**src/rtl/led_sched_pkg.sv**
```systemverilog
// ============================================================================
// Module   : led_sched_pkg
// Purpose  : Shared state encoding, color field offsets and channel reorder helper
// Revision : 1.0
// ============================================================================
`default_nettype none

package led_sched_pkg;

    localparam int COLOR_W  = 24;
    localparam int CHAN_W   = 8;
    localparam int RED_LSB  = 16;
    localparam int GRN_LSB  = 8;
    localparam int BLU_LSB  = 0;

    typedef enum logic [2:0] {
        S_IDLE    = 3'd0,
        S_FETCH   = 3'd1,
        S_PRESENT = 3'd2,
        S_LATCH   = 3'd3,
        S_DONE    = 3'd4
    } sched_state_t;

    function automatic logic [COLOR_W-1:0] reorder_color(
        input logic [COLOR_W-1:0] rgb,
        input logic               grb_order
    );
        logic [CHAN_W-1:0] r;
        logic [CHAN_W-1:0] g;
        logic [CHAN_W-1:0] b;
        r = rgb[RED_LSB +: CHAN_W];
        g = rgb[GRN_LSB +: CHAN_W];
        b = rgb[BLU_LSB +: CHAN_W];
        return grb_order ? {g, r, b} : rgb;
    endfunction

endpackage

`default_nettype wire

```
**src/rtl/led_latch_timer.sv**
```systemverilog
// ============================================================================
// Module   : led_latch_timer
// Purpose  : Holds active high for exactly LATCH_CYCLES cycles after a start pulse
// Revision : 1.0
// ============================================================================
`default_nettype none

module led_latch_timer #(
    parameter int LATCH_CYCLES = 5000
) (
    input  logic clk_i,
    input  logic rst_n,
    input  logic start_i,
    output logic active_o,
    output logic done_o
);
    localparam int               CNT_W    = $clog2(LATCH_CYCLES + 1);
    localparam logic [CNT_W-1:0] CNT_LOAD = CNT_W'(LATCH_CYCLES);
    localparam logic [CNT_W-1:0] CNT_ONE  = CNT_W'(1);

    logic [CNT_W-1:0] cnt_q;
    logic             active_q;

    always_ff @(posedge clk_i or negedge rst_n) begin
        if (!rst_n) begin
            cnt_q    <= '0;
            active_q <= 1'b0;
        end else if (start_i) begin
            cnt_q    <= CNT_LOAD;
            active_q <= 1'b1;
        end else if (active_q) begin
            cnt_q <= cnt_q - CNT_ONE;
            if (cnt_q == CNT_ONE) begin
                active_q <= 1'b0;
            end
        end
    end

    assign active_o = active_q;
    // done marks the final active cycle so the owner leaves LATCH in step with active
    assign done_o   = active_q && (cnt_q == CNT_ONE);

endmodule

`default_nettype wire

```
**src/rtl/led_refresh_scheduler.sv**
```systemverilog
// ============================================================================
// Module   : led_refresh_scheduler
// Purpose  : Walks the color buffer once per frame, hands pixels to the serial
//            driver over valid/ready, then times the strand latch gap
// Revision : 1.0
// ============================================================================
`default_nettype none

module led_refresh_scheduler
    import led_sched_pkg::*;
#(
    parameter int NUM_LEDS          = 50,
    parameter int LED_ADDRESS_WIDTH = 10,
    parameter int FBUF_COLOR_WIDTH  = 24,
    parameter int FETCH_MIN_CYCLES  = 2,
    parameter int FETCH_TIMEOUT     = 16,
    parameter int LATCH_CYCLES      = 5000,
    parameter int GRB_ORDER         = 1
) (
    input  logic                         clk_led,
    input  logic                         rst_n,
    input  logic                         enable,
    input  logic                         frame_start,
    input  logic                         color_valid,
    input  logic [FBUF_COLOR_WIDTH-1:0]  color_in,
    output logic [LED_ADDRESS_WIDTH-1:0] next_led_request_address,
    output logic [COLOR_W-1:0]           pixel_data,
    output logic                         pixel_valid,
    input  logic                         pixel_ready,
    output logic                         latch_active,
    output logic                         frame_done,
    output logic                         busy,
    output logic                         fetch_timeout_err,
    output logic [15:0]                  frame_count
);
    localparam int                           WAIT_W   = $clog2(FETCH_TIMEOUT);
    localparam logic [WAIT_W-1:0]            WAIT_MIN = WAIT_W'(FETCH_MIN_CYCLES);
    localparam logic [WAIT_W-1:0]            WAIT_END = WAIT_W'(FETCH_TIMEOUT - 1);
    localparam logic [LED_ADDRESS_WIDTH-1:0] LAST_IDX = LED_ADDRESS_WIDTH'(NUM_LEDS - 1);
    localparam logic                         GRB_SEL  = (GRB_ORDER != 0);

    sched_state_t                 state_q;
    logic [LED_ADDRESS_WIDTH-1:0] led_idx_q;
    logic [WAIT_W-1:0]            wait_cnt_q;
    logic [COLOR_W-1:0]           pixel_data_q;
    logic                         pixel_valid_q;
    logic                         frame_done_q;
    logic                         busy_q;
    logic                         err_q;
    logic [15:0]                  frame_count_q;

    logic w_latch_start;
    logic w_latch_active;
    logic w_latch_last;

    assign w_latch_start = (state_q == S_PRESENT) && pixel_ready && (led_idx_q == LAST_IDX);

    led_latch_timer #(
        .LATCH_CYCLES (LATCH_CYCLES)
    ) u_latch_timer (
        .clk_i    (clk_led),
        .rst_n    (rst_n),
        .start_i  (w_latch_start),
        .active_o (w_latch_active),
        .done_o   (w_latch_last)
    );

    always_ff @(posedge clk_led or negedge rst_n) begin
        if (!rst_n) begin
            state_q       <= S_IDLE;
            led_idx_q     <= '0;
            wait_cnt_q    <= '0;
            pixel_data_q  <= '0;
            pixel_valid_q <= 1'b0;
            frame_done_q  <= 1'b0;
            busy_q        <= 1'b0;
            err_q         <= 1'b0;
            frame_count_q <= '0;
        end else begin
            frame_done_q <= 1'b0;
            case (state_q)
                S_IDLE: begin
                    led_idx_q <= '0;
                    if (enable || frame_start) begin
                        wait_cnt_q <= '0;
                        busy_q     <= 1'b1;
                        state_q    <= S_FETCH;
                    end
                end
                S_FETCH: begin
                    wait_cnt_q <= wait_cnt_q + WAIT_W'(1);
                    // color_valid lags the address by a register, so early samples are stale
                    if ((wait_cnt_q >= WAIT_MIN) && color_valid) begin
                        pixel_data_q  <= reorder_color(color_in[COLOR_W-1:0], GRB_SEL);
                        pixel_valid_q <= 1'b1;
                        state_q       <= S_PRESENT;
                    end else if (wait_cnt_q == WAIT_END) begin
                        pixel_data_q  <= '0;
                        pixel_valid_q <= 1'b1;
                        err_q         <= 1'b1;
                        state_q       <= S_PRESENT;
                    end
                end
                S_PRESENT: begin
                    if (pixel_ready) begin
                        pixel_valid_q <= 1'b0;
                        if (led_idx_q == LAST_IDX) begin
                            state_q <= S_LATCH;
                        end else begin
                            led_idx_q  <= led_idx_q + LED_ADDRESS_WIDTH'(1);
                            wait_cnt_q <= '0;
                            state_q    <= S_FETCH;
                        end
                    end
                end
                S_LATCH: begin
                    if (w_latch_last) begin
                        frame_done_q  <= 1'b1;
                        frame_count_q <= frame_count_q + 16'd1;
                        led_idx_q     <= '0;
                        state_q       <= S_DONE;
                    end
                end
                S_DONE: begin
                    busy_q  <= 1'b0;
                    state_q <= S_IDLE;
                end
                default: begin
                    state_q <= S_IDLE;
                end
            endcase
        end
    end

    assign next_led_request_address = led_idx_q;
    assign pixel_data               = pixel_data_q;
    assign pixel_valid              = pixel_valid_q;
    assign latch_active             = w_latch_active;
    assign frame_done               = frame_done_q;
    assign busy                     = busy_q;
    assign fetch_timeout_err        = err_q;
    assign frame_count              = frame_count_q;

endmodule

`default_nettype wire

```
**config.mk**
```make
export PLATFORM = sky130hd
export DESIGN_NAME = led_refresh_scheduler
export DESIGN_NICKNAME = d
export VERILOG_FILES = /design/src/rtl/led_sched_pkg.sv /design/src/rtl/led_latch_timer.sv /design/src/rtl/led_refresh_scheduler.sv
export SDC_FILE = /design/constraint.sdc
export NUM_CORES = 1
export LEC_CHECK = 0
export BUFFER_PORTS_ARGS = -buffer_cell sky130_fd_sc_hd__buf_2
export CORE_ASPECT_RATIO = 0.5
export CORE_MARGIN = 3
export CORE_UTILIZATION = 30
export CTS_BUF_LIST = sky130_fd_sc_hd__clkbuf_4 sky130_fd_sc_hd__clkbuf_8 sky130_fd_sc_hd__clkbuf_16
export DETAILED_ROUTE_END_ITERATION = 10
export SLEW_MARGIN = 15
export SYNTH_ARGS = -nofsm -noshare
export SYNTH_HDL_FRONTEND = slang
export SYNTH_SLANG_ARGS = --single-unit
```
**constraint.sdc**
```tcl
create_clock -name clk_led -period 5.9 [get_ports clk_led]
set_clock_uncertainty 0.05 [all_clocks]
set_input_delay 1.18 -clock clk_led [delete_from_list [all_inputs] [get_ports clk_led]]
set_output_delay 1.18 -clock clk_led [all_outputs]
set_load 0.02 [all_outputs]
```
; ---- Word level (Yosys, flattened, before mapping)
; Cells that the tools add are included.
[classes]
n_addsub = 4
magnitude_cmp = 1
eq_ne = 12
mux = 30
bitwise = 1
n_reduce_logical = 20
[op_table]
columns = operator, n
row1 = 2-to-1 mux 24 bit, 2
row2 = 2-to-1 mux 10 bit, 3
row3 = case mux 10 bit (3 select lines), 1
row4 = 2-to-1 mux 13 bit, 2
row5 = adder 16 x 1 -> 16 bit (second input constant), 1
row6 = 2-to-1 mux 3 bit, 5
row7 = == test 13 x 1 -> 1 bit (second input constant), 1
row8 = subtractor 13 x 1 -> 13 bit (second input constant), 1
row9 = 2-to-1 mux 4 bit, 3
row10 = case mux 3 bit (4 select lines), 1
row11 = case mux 4 bit (3 select lines), 1
row12 = AND reduction 4 bit, 3
row13 = adder 10 x 1 -> 10 bit (second input constant), 1
row14 = == test 10 x 6 -> 1 bit (second input constant), 1
row15 = 2-to-1 mux 1 bit, 9
row16 = nonzero test 2 bit, 4
row17 = == test 3 x 2 -> 1 bit (second input constant), 2
row18 = != test 2 bit (second input constant), 3
row19 = AND reduction 2 bit, 3
row20 = AND reduction 3 bit, 2
row21 = nonzero test 3 bit, 2
row22 = adder 4 x 1 -> 4 bit (second input constant), 1
row23 = == test 4 bit (second input constant), 1
row24 = >= comparator 4 x 2 -> 1 bit (second input constant), 1
row25 = 10 further kinds, 14
[word_totals]
ff_bits = 75
input_bits = 30
output_inout_bits = 55
word_cells = 79

; ---- Logic depth before layout (Yosys ltp)
[logic_depth]
word_depth = 4
ltp_mapped = 8
mapped_depth_nobuf = 6

; ---- By module
; Synthesis repeated with hierarchy kept, for this count alone.
[unflattened]
cells_unflattened = 307
area_unflattened_um2 = 3440.8
[modules_own_cells]
columns = mod, n_inst, cells_each, area_each_um2, seq_area_each_um2
row1 = led_refresh_scheduler, 1, 238, 2733.9, 1526.5
row2 = led_latch_timer, 1, 69, 706.9, 350.3

; ---- Least setup slack after synthesis
; Ideal clock, no wire load.
[synth_timing]
path_type = in2reg
from = in color_valid
to = reg state_q[1]
setup_time_ns = 0.140
arrival_time_ns = 2.075
required_ns = 5.710
setup_slack_ns = 3.635
cell_stages = 6
path_buffers = 2
cell_sequence = a21oi_1 > a21o_1 > nand2b_1 > clkbuf_1 > clkbuf_1 > o31ai_1
[synth_between]
elab_chain_len = 3
word_cells_on_any_way = 5
classes_between = 1 x eq/ne / 2 x mux / 2 x reduce/logical
[synth_rtl]
columns = element, line
row1 = start: declaration, led_refresh_scheduler.sv:24  ; input logic color_valid,
row2 = logical AND 1 bit (*), led_refresh_scheduler.sv:93  ; if ((wait_cnt_q >= WAIT_MIN) && color_valid) begin
row3 = != test 3 bit (no line) / 2-to-1 mux 3 bit (equally long branches), --
row4 = AND reduction 4 bit (no line) / case mux 3 bit (4 select lines) (equally long branches), --
row5 = end signal: assignment, led_refresh_scheduler.sv:96  ; state_q <= S_PRESENT;
row6 = end signal: assignment, led_refresh_scheduler.sv:101  ; state_q <= S_PRESENT;
row7 = end signal: assignment, led_refresh_scheduler.sv:108  ; state_q <= S_LATCH;
row8 = end: declaration, led_refresh_scheduler.sv:42  ; sched_state_t state_q;
; Mark *: on every way between the ends. The rest lies on a longest branch, timed or not.
; A chain may end at the register's enable or synchronous reset.

; ---- Worst setup path in the final report
[layout_timing]
from = reg state_q[0]
to = reg pixel_data_q[18] (netlist: pixel_data[18])
[layout_between]
elab_chain_len = 2
[layout_rtl]
columns = element, line
row1 = start signal: assignment, led_refresh_scheduler.sv:70  ; state_q <= S_IDLE;
row2 = start signal: assignment, led_refresh_scheduler.sv:87  ; state_q <= S_FETCH;
row3 = start signal: assignment, led_refresh_scheduler.sv:96
row4 = == test 3 x 1 -> 1 bit, led_refresh_scheduler.sv:81  ; case (state_q)
row5 = AND reduction 2 bit (no line), --
row6 = end signal: assignment, led_refresh_scheduler.sv:94  ; pixel_data_q <= reorder_color(color_in[COLOR_W-1:0], GRB_SEL);
row7 = end: declaration, led_refresh_scheduler.sv:45  ; logic [COLOR_W-1:0] pixel_data_q;
; No other way between the ends.

==> metrics.md <==
| Metric | Value |
|---|---|
| Crit-path max cell delay | `0.81 ns` |
| CP Capture Type | `flip-flop` |
| Max-slew violations | `0` |
| Die height | `83.18 um` |
| Clock slew at reported path FFs | `0.06 ns` |
| Relative slew slack | `0.2744` |
| Top-count cell post-synth | `dfrtp_1` |
| HP Class | `flip-flop to flip-flop` |
| Clk pwr share | `0.307` |
| WL/cell | `13.93 um` |
| Starting Density | `0.3158` |
| Status | `finished clean` |
| Fin crit share | `0.4279` |
| Post-synth EDFFs | `0` |
| Part of the power in combinational logic | `0.294` |
| Switching part of the total | `0.3398` |
| CTS buffer count | `9` |
| Via count | `2786` |
| Fin. Hold Viols | `0` |
| Total Nets Final | `446` |
| Fmax | `396.1 MHz` |
| PortBufs | `84` |
| # resized after CTS | `0` |
| Leak | `0.002104 uW` |
| Dominant cells by area after synthesis | `dfrtp_1 (53%), a22o_1 (5.9%), xor2_1 (4.7%)` |
| First-pass GRT wire length | `13.70 mm` |
| Area fraction of the dominant cell type after synthesis | `0.5252` |
| Syn_area_per_cell | `11.00 um^2` |
| TritonCTS Sinks | `75` |
| Grt ovf | `0` |
| Number of setup buffers added after CTS | `0` |
| Vias in the first global route | `2656` |
| Syn Std Cell Area | `3573 um^2` |
| Starting DRC count in detailed routing | `190` |
| Layout cells sized above 1 | `0.2874` |
| Routability Congestion | `0.7835` |
| Int Power | `1175 uW` |
| Filler Cell Count | `1113` |
| H-tree levels | `3` |
| Worst-case clock buffer depth | `2` |
| Vias/cell | `4.862` |
| Syn Nets | `362` |
| Count of boundary I/O pins | `85` |
| CP required | `6.11 ns` |
| Post-synth ARST share | `1.000` |
| TritonRoute pass-1 iters | `4` |
| Hold Buf Count CTS | `0` |
| Cell with the largest stage delay on the worst path | `a21oi_2` |
| Share of power burned in registers | `0.399` |
| Final WL | `7.984 mm` |
| Crit path time final | `2.525 ns` |
| Die ar. | `13340 um^2` |
| Worst-margin pin slew | `1.088 ns` |
| RSZ-0062 raised after global routing | `false` |
| Largest area contributor in the synthesized netlist | `dfrtp_1` |
| Crit path max-delay family | `compound AO/OA/AOI/OAI gates` |
| Largest net degree at the start of global routing | `76` |
| Cells after Synth | `325` |
| DP Wirelength | `5.478 mm` |
| Leading register cell type out of synthesis | `dfrtp_1` |
| Area grow syn2layout | `24.37%` |
| Inserted Diodes | `0` |
| Synth cell count leaders | `dfrtp_1 (75), a22o_1 (24), nand2_1 (24), nor2_1 (24), xor2_1 (19)` |
| Synth Register Bits | `75` |
| Hold slack | `0.4077 ns` |
| Crit path max fanout | `24` |
| YS warnings | `0` |
| P per Cell Area | `400.4 nW/um^2` |
| Rows | `27` |
| Maxcap violations | `0` |
| CTS tree | `done` |
| Maximum vdd drop | `153.4 uV` |
| Remaining DRCs | `0` |
| CP Class | `flip-flop to flip-flop` |
| Antenna Nets Post-Route | `0` |
| Buf/Inv on CP | `0` |
| P_sw | `604.6 uW` |
| CP arrival | `2.73 ns` |
| Root buf cell | `clkbuf_16` |
| Worst-Skew Late Latency | `0.33 ns` |
| Die width | `160.3 um` |
| Endpoints failing setup | `0` |
| Startpoint types | `flip-flop` |
| Register area share after synthesis | `0.5252` |
| Placeable Area | `11320 um^2` |
| Distinct cells, synth | `56` |
| CP cell instances | `nor3b_1 > nand2_1 > a21oi_2 > a22o_1` |
| Initial antenna violation count | `0` |
| All-layer global routing usage | `0.1252` |
| TNS Setup | `0 ns` |
[registers in the layout, summed over array words and instances, names as in the netlist]
register / count
pixel_data: 24
frame_count: 16
u_latch_timer.cnt_q: 13
next_led_request_address: 10
wait_cnt_q: 4
state_q: 3
busy: 1
fetch_timeout_err: 1
frame_done: 1
pixel_valid: 1
u_latch_timer.active_o: 1
[final timing paths]
path / startpoint / to / slack (ns) / depth (start not counted)
setup / recovery: state_q[0]$_DFFE_PN0P_ / pixel_data[18]$_DFFE_PN0P_ / 3.38 / 4
hold / removal: fetch_timeout_err$_DFFE_PN0P_ / fetch_timeout_err$_DFFE_PN0P_ / 0.41 / 2
setup reg to reg: state_q[0]$_DFFE_PN0P_ / pixel_data[18]$_DFFE_PN0P_ / 3.38 / 4
hold reg to reg: fetch_timeout_err$_DFFE_PN0P_ / fetch_timeout_err$_DFFE_PN0P_ / 0.41 / 2
max in group asynchronous: rst_n / u_latch_timer.cnt_q[7]$_DFFE_PN0P_ / 4.24 / 1
min in group asynchronous: rst_n / pixel_data[21]$_DFFE_PN0P_ / 0.95 / 1
[cell type report]
cell class,count,area [um^2],area share
clock buffers,11,246.5,0.05546
flip-flops and latches,75,1877,0.4223
multi-input cells,221,1579,0.3553
inverters,18,67.56,0.01520
repair buffers,84,422.9,0.09516
well taps,159,198.9,0.04476
clock inverters,5,52.55,0.01182
[power by group through the flow]
| stage | combinational [uW] | sequential (uW) | clock (uW) |
|---|---|---|---|
| global route | 573 | 728 | 594 |
| global placement | 514 | 722 | 0 |
| CTS | 529 | 709 | 570 |
| detailed placement | 527 | 715 | 0 |
| floorplan | 260 | 808 | 0 |
| finish | 523 | 710 | 547 |
[through the flow]
step	utilization	std cells	setup slack [ns]	instance area (um^2)	total power, uW
floorplan	-	325	3.635	3573	1068
global placement	0.3663	557	3.204	4145	1237
detailed placement	0.3663	557	3.154	4145	1242
CTS	0.3927	573	3.381	4444	1808
global route	0.3927	573	3.099	4444	1894
finish	0.3927	573	3.375	4444	1779
[worst min-delay path, cell delays in order (launching register included)]
cell and delay, ns:
dfrtp_1 0.33, inv_1 0.04, o41ai_1 0.05
[layer usage]
| metal | wire, um | vias to the layer above | track usage | part of all wire |
|---|---|---|---|---|
| li1 | - | 1361 | - | - |
| met1 | 4068 | 1340 | 0.1778 | 0.51 |
| met2 | 3360 | 77 | 0.1812 | 0.42 |
| met3 | 482 | 8 | 0.04185 | 0.060 |
| met4 | 73 | 0 | 0.03543 | 0.0091 |
| met5 | 0 | - | 0 | 0 |
[placed cells by master (no fill, tap or decap), types with 5 or more instances in the layout]
| cell | instances |
|---|---|
| a21oi_1 | 9 |
| a22o_1 | 24 |
| a31oi_1 | 5 |
| buf_2 | 83 |
| clkbuf_16 | 9 |
| dfrtp_1 | 75 |
| ha_1 | 7 |
| inv_1 | 18 |
| nand2_1 | 24 |
| nand3_1 | 13 |
| nand4_1 | 6 |
| nor2_1 | 24 |
| nor3_1 | 9 |
| o21ai_0 | 11 |
| o31ai_1 | 5 |
| or3_1 | 8 |
| xnor2_1 | 5 |
| xor2_1 | 19 |
[kinds of logic (layout without fill, tap and decap cells)]
logic type,after synthesis,after routing,synth area share
xor gates and xnor gates,24,24,0.05882
muxes,3,3,0.01015
DFF,75,75,0.5252
and+or+nand+nor,115,115,0.1891
adders and majority gates,7,7,0.02451
buffers and inverters,29,118,0.03396
AOI/OAI and AO/OA,72,72,0.1583
(Power assumes the default switching activity.)
